==> src/rtl/counter_sequencer.sv <==
// Sequences an external up/down counter through load/check/wait/step runs; one control pulse per state, done one cycle after goal seen.
// No backpressure: start is taken only in IDLE, abort/reset cancel at once; THRESHOLD_STOP_EN enables early stop on the threshold flag.
module counter_sequencer #(
  parameter int N      = 4,
  parameter int STEP_W = 8
) (
  input  logic              clock,
  input  logic              reset,
  input  logic              start,
  input  logic              abort,
  input  logic [1:0]        mode,
  input  logic [N-1:0]      start_value,
  input  logic [N-1:0]      target_value,
  input  logic [3:0]        dwell,
  input  logic [N-1:0]      counterN,
  input  logic              threshold,
  output logic              enable,
  output logic              dec,
  output logic              load,
  output logic [N-1:0]      load_ref_value,
  output logic              busy,
  output logic              done,
  output logic              hit_threshold,
  output logic [STEP_W-1:0] step_count
);

  typedef enum logic [2:0] {IDLE, LOAD, CHECK, WAIT, STEP, DONE} state_t;

  state_t              state_q, state_d;
  logic [1:0]          mode_q, mode_d;
  logic [N-1:0]        start_q, start_d;
  logic [N-1:0]        target_q, target_d;
  logic [3:0]          dwell_q, dwell_d;
  logic [3:0]          wait_q, wait_d;
  logic                leg_q, leg_d;
  logic                hit_q, hit_d;
  logic [STEP_W-1:0]   step_q, step_d;

  logic                bounce;
  logic                at_goal;
  logic                flip;
  logic                thr_stop;
  logic [N-1:0]        goal;

`ifndef THRESHOLD_STOP_EN
  logic unused_threshold;
  assign unused_threshold = threshold;
`endif

  assign bounce = (mode_q == 2'b10);
  // Bounce returns to the start value once the first leg has reached target.
  assign goal    = (bounce && leg_q) ? start_q : target_q;
  assign at_goal = (counterN == goal);
  assign flip    = bounce && !leg_q && (start_q != target_q);

  always_comb begin
    state_d        = state_q;
    mode_d         = mode_q;
    start_d        = start_q;
    target_d       = target_q;
    dwell_d        = dwell_q;
    wait_d         = wait_q;
    leg_d          = leg_q;
    hit_d          = hit_q;
    step_d         = step_q;
    enable         = 1'b0;
    dec            = 1'b0;
    load           = 1'b0;
    load_ref_value = '0;
    done           = 1'b0;
    thr_stop       = 1'b0;
`ifdef THRESHOLD_STOP_EN
    thr_stop = threshold && !at_goal;
`endif

    case (state_q)
      IDLE: begin
        if (start && !abort) begin
          mode_d   = (mode == 2'b11) ? 2'b00 : mode;
          start_d  = start_value;
          target_d = target_value;
          dwell_d  = dwell;
          step_d   = '0;
          hit_d    = 1'b0;
          leg_d    = 1'b0;
          state_d  = LOAD;
        end
      end
      LOAD: begin
        load           = 1'b1;
        load_ref_value = start_q;
        state_d        = CHECK;
      end
      CHECK: begin
        if (at_goal && !flip) begin
          state_d = DONE;
        end else if (thr_stop) begin
          hit_d   = 1'b1;
          state_d = DONE;
        end else begin
          if (at_goal) leg_d = 1'b1;
          if (dwell_q != 4'd0) begin
            wait_d  = dwell_q - 4'd1;
            state_d = WAIT;
          end else begin
            state_d = STEP;
          end
        end
      end
      WAIT: begin
        if (wait_q == 4'd0) state_d = STEP;
        else                wait_d  = wait_q - 4'd1;
      end
      STEP: begin
        enable  = 1'b1;
        dec     = (mode_q == 2'b01) || (bounce && leg_q);
        if (step_q != '1) step_d = step_q + STEP_W'(1);
        state_d = CHECK;
      end
      DONE: begin
        done    = 1'b1;
        state_d = IDLE;
      end
      default: state_d = IDLE;
    endcase

    // Abort overrides whatever the state wanted to do this cycle.
    if (abort && (state_q != IDLE)) begin
      state_d        = IDLE;
      enable         = 1'b0;
      dec            = 1'b0;
      load           = 1'b0;
      load_ref_value = '0;
      done           = 1'b0;
      step_d         = step_q;
      hit_d          = hit_q;
    end
  end

  always_ff @(posedge clock) begin
    if (reset) begin
      state_q  <= IDLE;
      mode_q   <= 2'b00;
      start_q  <= '0;
      target_q <= '0;
      dwell_q  <= 4'd0;
      wait_q   <= 4'd0;
      leg_q    <= 1'b0;
      hit_q    <= 1'b0;
      step_q   <= '0;
    end else begin
      state_q  <= state_d;
      mode_q   <= mode_d;
      start_q  <= start_d;
      target_q <= target_d;
      dwell_q  <= dwell_d;
      wait_q   <= wait_d;
      leg_q    <= leg_d;
      hit_q    <= hit_d;
      step_q   <= step_d;
    end
  end

  assign busy          = (state_q != IDLE);
  assign step_count    = step_q;
  assign hit_threshold = hit_q;

endmodule

==> config.mk <==
export PLATFORM = sky130hd
export DESIGN_NAME = counter_sequencer
export DESIGN_NICKNAME = d
export VERILOG_FILES = /design/src/rtl/counter_sequencer.sv
export SDC_FILE = /design/constraint.sdc
export NUM_CORES = 1
export LEC_CHECK = 0
export BUFFER_PORTS_ARGS = -buffer_cell sky130_fd_sc_hd__buf_4
export CORE_ASPECT_RATIO = 0.7
export CORE_UTILIZATION = 56
export CTS_BUF_LIST = sky130_fd_sc_hd__clkbuf_16
export DETAILED_ROUTE_END_ITERATION = 8
export GPL_ROUTABILITY_DRIVEN = 0
export GPL_TIMING_DRIVEN = 0
export PLACE_DENSITY = 0.83
export SETUP_SLACK_MARGIN = 0.1
export SYNTH_ARGS = -nofsm -noshare
export SYNTH_HDL_FRONTEND = slang
export SYNTH_SLANG_ARGS = --single-unit
==> constraint.sdc <==
create_clock -name clock -period 5.15 [get_ports clock]
set_input_delay 0.2575 -clock clock [delete_from_list [all_inputs] [get_ports clock]]
set_output_delay 0.2575 -clock clock [all_outputs]
set_load 0.005 [all_outputs]
=== Word level (Yosys, flattened, before mapping) ===
Cells that the tools add are included.

* Word-level logic and storage cells: 82
* Bits of input ports: 23
* Bits in writable memories: 0
* Memories kept: 0
* Register bits after elaboration: 30
* Output and inout bits: 18
* Latch bits: 0
* ROM bits: 0

* $mul: 0
* Eq/ne operators: 18
* Order comparisons: 0
* Multiplexer cells: 28
* Shift-type cells: 0
* Bitwise gates (word level): 1
* $add $sub $neg: 3
* Divide/modulo/power cells: 0
* Reductions and logical operators: 24

{| class="wikitable"
|+ Operator list
! kind !! number
|-
| 4-bit two-way mux || 6
|-
| 8-bit two-way mux || 2
|-
| 8-bit one-hot mux with 2 select lines || 1
|-
| 2-bit != test, second input constant || 7
|-
| 3-bit two-way mux || 4
|-
| 3-bit one-hot mux with 4 select lines || 1
|-
| 4-bit AND reduction || 3
|-
| 1-bit two-way mux || 11
|-
| 8-bit by 1-bit adder with 8-bit output, second input constant || 1
|-
| 8-bit != test, second input constant || 1
|-
| 4-bit one-hot mux with 2 select lines || 1
|-
| 4-bit by 1-bit subtractor with 4-bit output, second input constant || 2
|-
| 3-bit by 2-bit equality test with 1-bit output, second input constant || 2
|-
| 3-bit equality test, second input constant || 2
|-
| 1-bit logical AND || 6
|-
| 2-bit nonzero test || 3
|-
| 2-bit equality test, second input constant || 2
|-
| 4-bit equality test || 1
|-
| 4-bit zero test || 1
|-
| 4-bit != test || 1
|-
| 2-bit AND reduction || 2
|-
| 4-bit nonzero test || 1
|-
| 2-bit OR reduction || 2
|-
| 3-bit by 1-bit equality test with 1-bit output, second input constant || 1
|-
| other kinds (8) || 10
|}

=== Depth between registers and ports, before layout ===
Gate-level depths: netlist (run 1).

* Depth after elaboration: 7
* Mapped depth: 8
* Gate-level depth less buffers: 7

=== Least setup slack after synthesis (run 1) ===
No wires, ideal clock.

* Path type: reg-to-reg
* Start point: register mode_q[0]
* End point: register state_q[0]
* Path buffers: 1
* Arrival time: 1.799 ns
* Cell stages (with the launch flop): 8
* Setup slack: 3.263 ns
* Data required time: 5.062 ns
* Cell sequence: dfxtp_1 -> and3b_1 -> buf_6 -> or4_4 -> a21oi_4 -> and2_1 -> o21ai_1 -> a311oi_2

* Longest elaborated chain between the ends: 7
* Elaborated cells between the ends (all ways): 10

{| class="wikitable"
|+ Ends and longest elaborated chain
! element !! line !! RTL
|-
| start, declared || 30 || <nowiki>logic [1:0] mode_q, mode_d;</nowiki>
|-
| start signal, assigned || 153 || <nowiki>mode_q <= mode_d;</nowiki>
|-
| 2-bit equality test (*) || 50 || <nowiki>assign bounce = (mode_q == 2'b10);</nowiki>
|-
| 1-bit logical AND (on tied branches) || 52, 54 ||
|-
| 4-bit two-way mux or 1-bit logical AND (tied branches) || 52, 54 ||
|-
| 4-bit equality test or 1-bit zero test (tied branches) || 53, 95 ||
|-
| 1-bit logical AND (*) || 95 || <nowiki>if (at_goal && !flip) begin</nowiki>
|-
| 3-bit two-way mux (*) || 95 ||
|-
| 3-bit one-hot mux with 4 select lines (*) || 76 || <nowiki>case (state_q)</nowiki>
|-
| end signal, assigned || 152 || <nowiki>state_q <= state_d;</nowiki>
|-
| end, declared || 29 || <nowiki>state_t state_q, state_d;</nowiki>
|}

Every way passes the cells marked *; elsewhere a longest branch is shown, timed or not.
A chain may end at the register's enable or synchronous reset.

=== Worst setup path after layout (run 1) ===
* Start point: register state_q[0]
* End point: output load_ref_value[0]

* Longest elaborated chain between the ends: 3
* Elaborated cells between the ends (all ways): 5

{| class="wikitable"
|+ Ends and longest elaborated chain
! element !! line !! RTL
|-
| 3-bit by 1-bit equality test with 1-bit output or 3-bit nonzero test (tied branches) || 76, 128 ||
|-
| 4-bit two-way mux or 1-bit logical AND (tied branches) || 76, 128 ||
|-
| 4-bit two-way mux (*) || 128 || <nowiki>if (abort && (state_q != IDLE)) begin</nowiki>
|-
| end, declared || 20 || <nowiki>output logic [N-1:0] load_ref_value,</nowiki>
|}

Marked as above.

==> flow_summary.json, run 1 <==
{
  "layout-drive-gt1-share": 0.227,
  "endpoint_kind": "output port",
  "via_count": 1608,
  "dieArea_mm2": 0.00313,
  "grt-ovfl-total": 0,
  "clockBufferDepth": 2,
  "die_x_um": 66.5,
  "maxCapViolCount": 0,
  "wl_per_cell_um": 14.8,
  "holdWs_ns": 0.204,
  "slew_violations": 0,
  "synthDistinctLibCells": 53,
  "post_cts_buffers": 0,
  "dr.pass1.iters": 4,
  "yosysTopAreaCell": "dfxtp_1",
  "r2r_end": "wait_q[3]",
  "grt_max_degree": 11,
  "htree_num_levels": 2,
  "final_area_mm2": 0.00208,
  "core_area_mm2": 0.00261,
  "start_util": 0.625,
  "worstSkewPairLatency_ns": 0.27,
  "ir_drop_mv": 0.217,
  "min_from": "abort",
  "final.period_utilization": 0.426,
  "synth_commonest_cells": "nand2_1 (36), dfxtp_1 (30), a21oi_1 (18), xor2_1 (10), nor2_1 (9)",
  "cts_sinks": 30,
  "cts_resized": 0,
  "synthFlopType": "dfxtp_1",
  "cts_made_buffers": 5,
  "postCtsHoldBufs": 0,
  "synth_seq_area_share": 0.368,
  "place_area_mm2": 0.00195,
  "die_y_um": 47.1,
  "clock.fmax_mhz": 456,
  "syn_inst": 199,
  "relSlewSlack": 0.404,
  "grt_pass1_vias": 1358,
  "cts_root_buf": "clkbuf_16",
  "rrSetupSlack_ns": 3.03,
  "avgSynthCellArea_um2": 8.19,
  "hold_viol": 0,
  "syn-cell-area_mm2": 0.00163,
  "grt_antenna_before_repair": 0,
  "fillers": 179,
  "area_delta_synth_final_pct": 27.6,
  "min_path_cells": 2,
  "holdPathEnd": "state_q[0]",
  "cp.required_ns": 4.89,
  "pwr_density_cell_mw_per_mm2": 273,
  "leakagePower_uw": 0.000824,
  "synth_most_common_cell": "nand2_1",
  "drtIter0Drc": 74,
  "ys_ff_latch": 30,
  "diodes": 0,
  "hp-class": "in -> reg",
  "syn_nets": 224,
  "port_buffers": 37,
  "critPathKind": "reg -> out",
  "finClkSkew_ns": 0.00436,
  "synth-edff-count": 0,
  "worst_pin_slew_ns": 0.886,
  "dpl.hpwl_mm": 2.97,
  "pin_count": 41,
  "path_clk_slew_ns": 0.05,
  "rsz0062_at_grt": "no",
  "startpoint_type": "register",
  "timing.rr.start": "state_q[0]",
  "drt-total-wl_mm": 4.10,
  "rows": 15,
  "yosys_warnings": 0,
  "grt_util_all_layers": 0.282,
  "cts_tree": "done",
  "viasPerCell": 5.83,
  "cp_max_fo": 6,
  "fin_setup_tns_ns": 0,
  "netlist.area_leader.share": 0.368,
  "reg2reg_depth": 7,
  "drc": 0,
  "setup_viol": 0,
  "layout.nets": 268,
  "async_flop_share": 0,
  "grt_pass1_wl_mm": 6.38,
  "cp.arrival_ns": 1.94,
  "period_needed_ns": 2.19,
  "outcome": "finished, final reports clean",
  "ys_top_cells_by_area": "dfxtp_1 (37%), nand2_1 (8.3%), a21oi_1 (5.5%)",
  "ant_nets": 0
}
critical path, cell delays in order, from the launching register on:
cell	delay [ns]
dfxtp_1	0.45
inv_2	0.10
nor4_1	0.78
and2_1	0.23
buf_4	0.11
kinds of logic (layout without fill, tap and decap cells):
family          after synthesis  after routing  synth area share
compound gates               41             41             0.175
xor+xnor                     13             13            0.0698
simple gates                 90             90             0.285
other cells                   1              1           0.00230
flops                        30             30             0.368
fa+ha+maj                     2              2            0.0153
buf+inv                      16             59            0.0453
mux                           6              6            0.0391
state kept, by name (all words and copies together) (netlist names):
name	flops
step_count	8
dwell_q	4
start_q	4
target_q	4
wait_q	4
state_q	3
mode_q	2
leg_q	1
placed cells by master, fill, tap and decap left out, drive strengths merged, types with 5 or more instances in the layout:
| cell type | netlist | final |
|---|---|---|
| nor2 | 10 | 10 |
| dfxtp | 30 | 30 |
| a21oi | 19 | 19 |
| nand2 | 36 | 36 |
| mux2i | 6 | 6 |
| buf | 6 | 43 |
| clkbuf | 4 | 9 |
| nor3 | 8 | 8 |
| and2 | 5 | 5 |
| xor2 | 10 | 10 |
| nand3 | 5 | 5 |
| inv | 6 | 6 |
area by class of cell:
type,count,area (um2),share of cell area
Buffer,10,51.3,0.0247
Multi-Input combinational cell,153,956,0.460
Inverter,6,22.5,0.0108
Clock buffer,5,125,0.0602
Sequential cell,30,601,0.289
Clock inverter,1,3.75,0.00181
Timing Repair Buffer,37,278,0.134
Tap cell,34,42.5,0.0205
power by group:
group,leakage (uW),internal [uW],switching (uW)
registers,0.000243,239,7.50
logic,0.000518,28.3,33.2
clock network,0.0000632,171,89.4
metrics by stage:
stage	cells	utilization	worst slack [ns]	total power, uW
2_1_floorplan	199	-	3.26	285
3_3_place_gp	270	0.748	3.16	308
3_5_place_dp	270	0.748	3.10	311
4_1_cts	276	0.797	2.96	570
5_1_grt	276	0.797	2.89	590
6_report	276	0.797	2.96	568
how the worst max path moves through the flow:
stage                from           endpoint  slack [ns]  cells after the start
2_1_floorplan   mode_q[0]         state_q[0]        3.26                      7
3_3_place_gp    mode_q[0]         state_q[0]        3.16                      7
3_5_place_dp    mode_q[0]          wait_q[2]        3.10                      7
4_1_cts        state_q[0]  load_ref_value[0]        2.96                      4
5_1_grt        state_q[0]  load_ref_value[2]        2.89                      4
6_report       state_q[0]  load_ref_value[0]        2.96                      4
layer usage:
| metal | global-route usage | routed length, um | vias to the layer above |
|---|---|---|---|
| met5 | 0 | 0 | - |
| met4 | 0.0851 | 56 | 0 |
| met3 | 0.0704 | 239 | 8 |
| met2 | 0.476 | 1900 | 57 |
| met1 | 0.366 | 1900 | 747 |
| li1 | - | - | 796 |
(Power assumes the default switching activity.)
==> run 2: changes to the inputs <==
CORE_UTILIZATION = 47   (was 56)
PLACE_DENSITY = 0.75   (was 0.83)
clock period = 1.91 ns   (was 5.15 ns; I/O delays follow)
==> flow_summary.json, run 2 (synthesis gave the netlist of run 1 again) <==
{
  "cts_tree": "done",
  "grt-ovfl-total": 0,
  "via_count": 1672,
  "viasPerCell": 5.45,
  "slowest_stage": "or3_4",
  "rows": 17,
  "r2r_end": "state_q[0]",
  "setup_viol": 5,
  "cp.depth": 8,
  "worstSkewPairLatency_ns": 0.28,
  "maxCapViolCount": 0,
  "ant_nets": 0,
  "port_buffers": 37,
  "cts_made_buffers": 5,
  "dpl_worst_slack_ns": -0.0971,
  "period_needed_ns": 1.96,
  "die_x_um": 72.4,
  "final.period_utilization": 1.03,
  "cellInternalPower_uw": 1350,
  "clkPwrFrac": 0.504,
  "hold_viol": 0,
  "endpoint_kind": "register",
  "grt_max_degree": 11,
  "fillers": 246,
  "leakagePower_uw": 0.000995,
  "ir_drop_mv": 0.474,
  "dr.pass1.iters": 4,
  "die_y_um": 51.3,
  "grt_pass1_vias": 1500,
  "final_cell_mix": "buf_4 (50), nand2_1 (33), dfxtp_1 (19)",
  "rrSetupSlack_ns": -0.05,
  "drt-total-wl_mm": 4.40,
  "rsz0062_at_grt": "yes",
  "cts_sinks": 30,
  "crit_start": "mode_q[0]",
  "power_uw": 1750,
  "grt_util_all_layers": 0.252,
  "layout_commonest_cell": "buf_4",
  "clockBufferDepth": 2,
  "critPathKind": "reg -> reg",
  "dp.cells": 283,
  "timing.rr.start": "mode_q[0]",
  "path_delay_family": "simple AND/OR/NAND/NOR gates",
  "htree_num_levels": 2,
  "swShare": 0.226,
  "area_delta_synth_final_pct": 48.4,
  "relSlewSlack": 0.640,
  "wl_met1_mm": 2.28,
  "largest_reg_flops": 8,
  "cp.arrival_ns": 2.14,
  "diodes": 0,
  "drc": 0,
  "dpl.hpwl_mm": 2.91,
  "crit_buf_inv": 1,
  "cp.required_ns": 2.09,
  "critPathCapture": "state_q[0]",
  "fin_cells": 307,
  "multi_input_area_mm2": 0.00109,
  "cp_cell_sequence": "and3b_1, buf_6, o221ai_2, or3_4, a21oi_4, and2_1, o21ai_1, a311oi_2",
  "reg2reg_depth": 8,
  "regArea_um2": 619,
  "hp-class": "in -> reg",
  "slew_violations": 0,
  "critPathMaxStageDelay_ns": 0.39,
  "pwr-share-comb": 0.117,
  "clock.fmax_mhz": 510,
  "drtIter0Drc": 82,
  "power_switching_uw": 395,
  "pin_count": 41,
  "finClkSkew_ns": 0.00440,
  "start_util": 0.504,
  "path_clk_slew_ns": 0.05,
  "cp_max_fo": 6,
  "dr_wl_met2_mm": 1.82,
  "pwr_density_cell_mw_per_mm2": 722,
  "dieArea_mm2": 0.00371,
  "fin_ws_ns": -0.0522,
  "holdWs_ns": 0.0610,
  "seq_power_share": 0.379,
  "wl_met3_um": 253,
  "layout-drive-gt1-share": 0.400,
  "grt_antenna_before_repair": 0,
  "postCtsHoldBufs": 0,
  "worst_pin_slew_ns": 0.540,
  "grt_pass1_wl_mm": 6.98,
  "startpoint_type": "register",
  "outcome": "finished with violations",
  "cts_root_buf": "clkbuf_16",
  "core_area_mm2": 0.00323,
  "layout.nets": 284,
  "top_layer": "met4",
  "violations": "negative setup slack",
  "wl_per_cell_um": 14.3
}
[run 2: cell count changes in the layout (fill, tap and decap cells not counted), sizes merged]
cell,before,now
buf,43,57
clkbuf,9,11
bufinv,0,1
clkinv,1,2
[run 2: worst min-delay path by stage]
stage / from / endpoint / slack (ns) / cells past startpoint
after global placement: abort / state_q[0] / 0.33 / 2
after detailed placement: abort / state_q[0] / 0.33 / 2
after CTS: abort / state_q[0] / 0.05 / 2
after global routing: start_value[0] / start_q[0] / 0.06 / 3
final: abort / state_q[0] / 0.06 / 2
after floorplan: abort / state_q[0] / 0.16 / 1
[run 2: per-stage QoR]
| step | utilization | cell area [um2] | TNS (ns) |
|---|---|---|---|
| 2_1_floorplan | - | 1640 | 0 |
| 3_3_place_gp | 0.611 | 1980 | -0.0957 |
| 3_5_place_dp | 0.611 | 1980 | -0.276 |
| 4_1_cts | 0.714 | 2310 | -0.159 |
| 5_1_grt | 0.748 | 2420 | -0.606 |
| 6_report | 0.748 | 2420 | -0.115 |
[run 2: what timing repair did]
action                                  in CTS  in global routing
endpoints found under the setup margin      16                 34
pin swaps                                   14                  6
resized for setup                           21                 21
buffers inserted                            12                  4
[run 2: per-layer routing]
layer	vias up	global-route usage
met3	7	0.0631
met5	-	0
met2	47	0.352
met1	784	0.365
met4	0	0.101
li1	834	-
[run 2: area by class of cell]
class                   count  area share
plain buffers              10      0.0228
clock buffers               5      0.0517
clock inverters             3      0.0165
inverters                   6     0.00931
multi-input cells         153       0.449
flip-flops and latches     30       0.256
well taps                  47      0.0243
repair buffers             53       0.171
[run 2: power groups by stage]
| stage | clock, uW | combinational (uW) | sequential, uW |
|---|---|---|---|
| final | 880 | 204 | 663 |
| after global routing | 922 | 224 | 665 |
| after CTS | 891 | 190 | 660 |
| after detailed placement | 0 | 163 | 676 |
| after global placement | 0 | 160 | 676 |
| after floorplan | 0 | 99.9 | 671 |
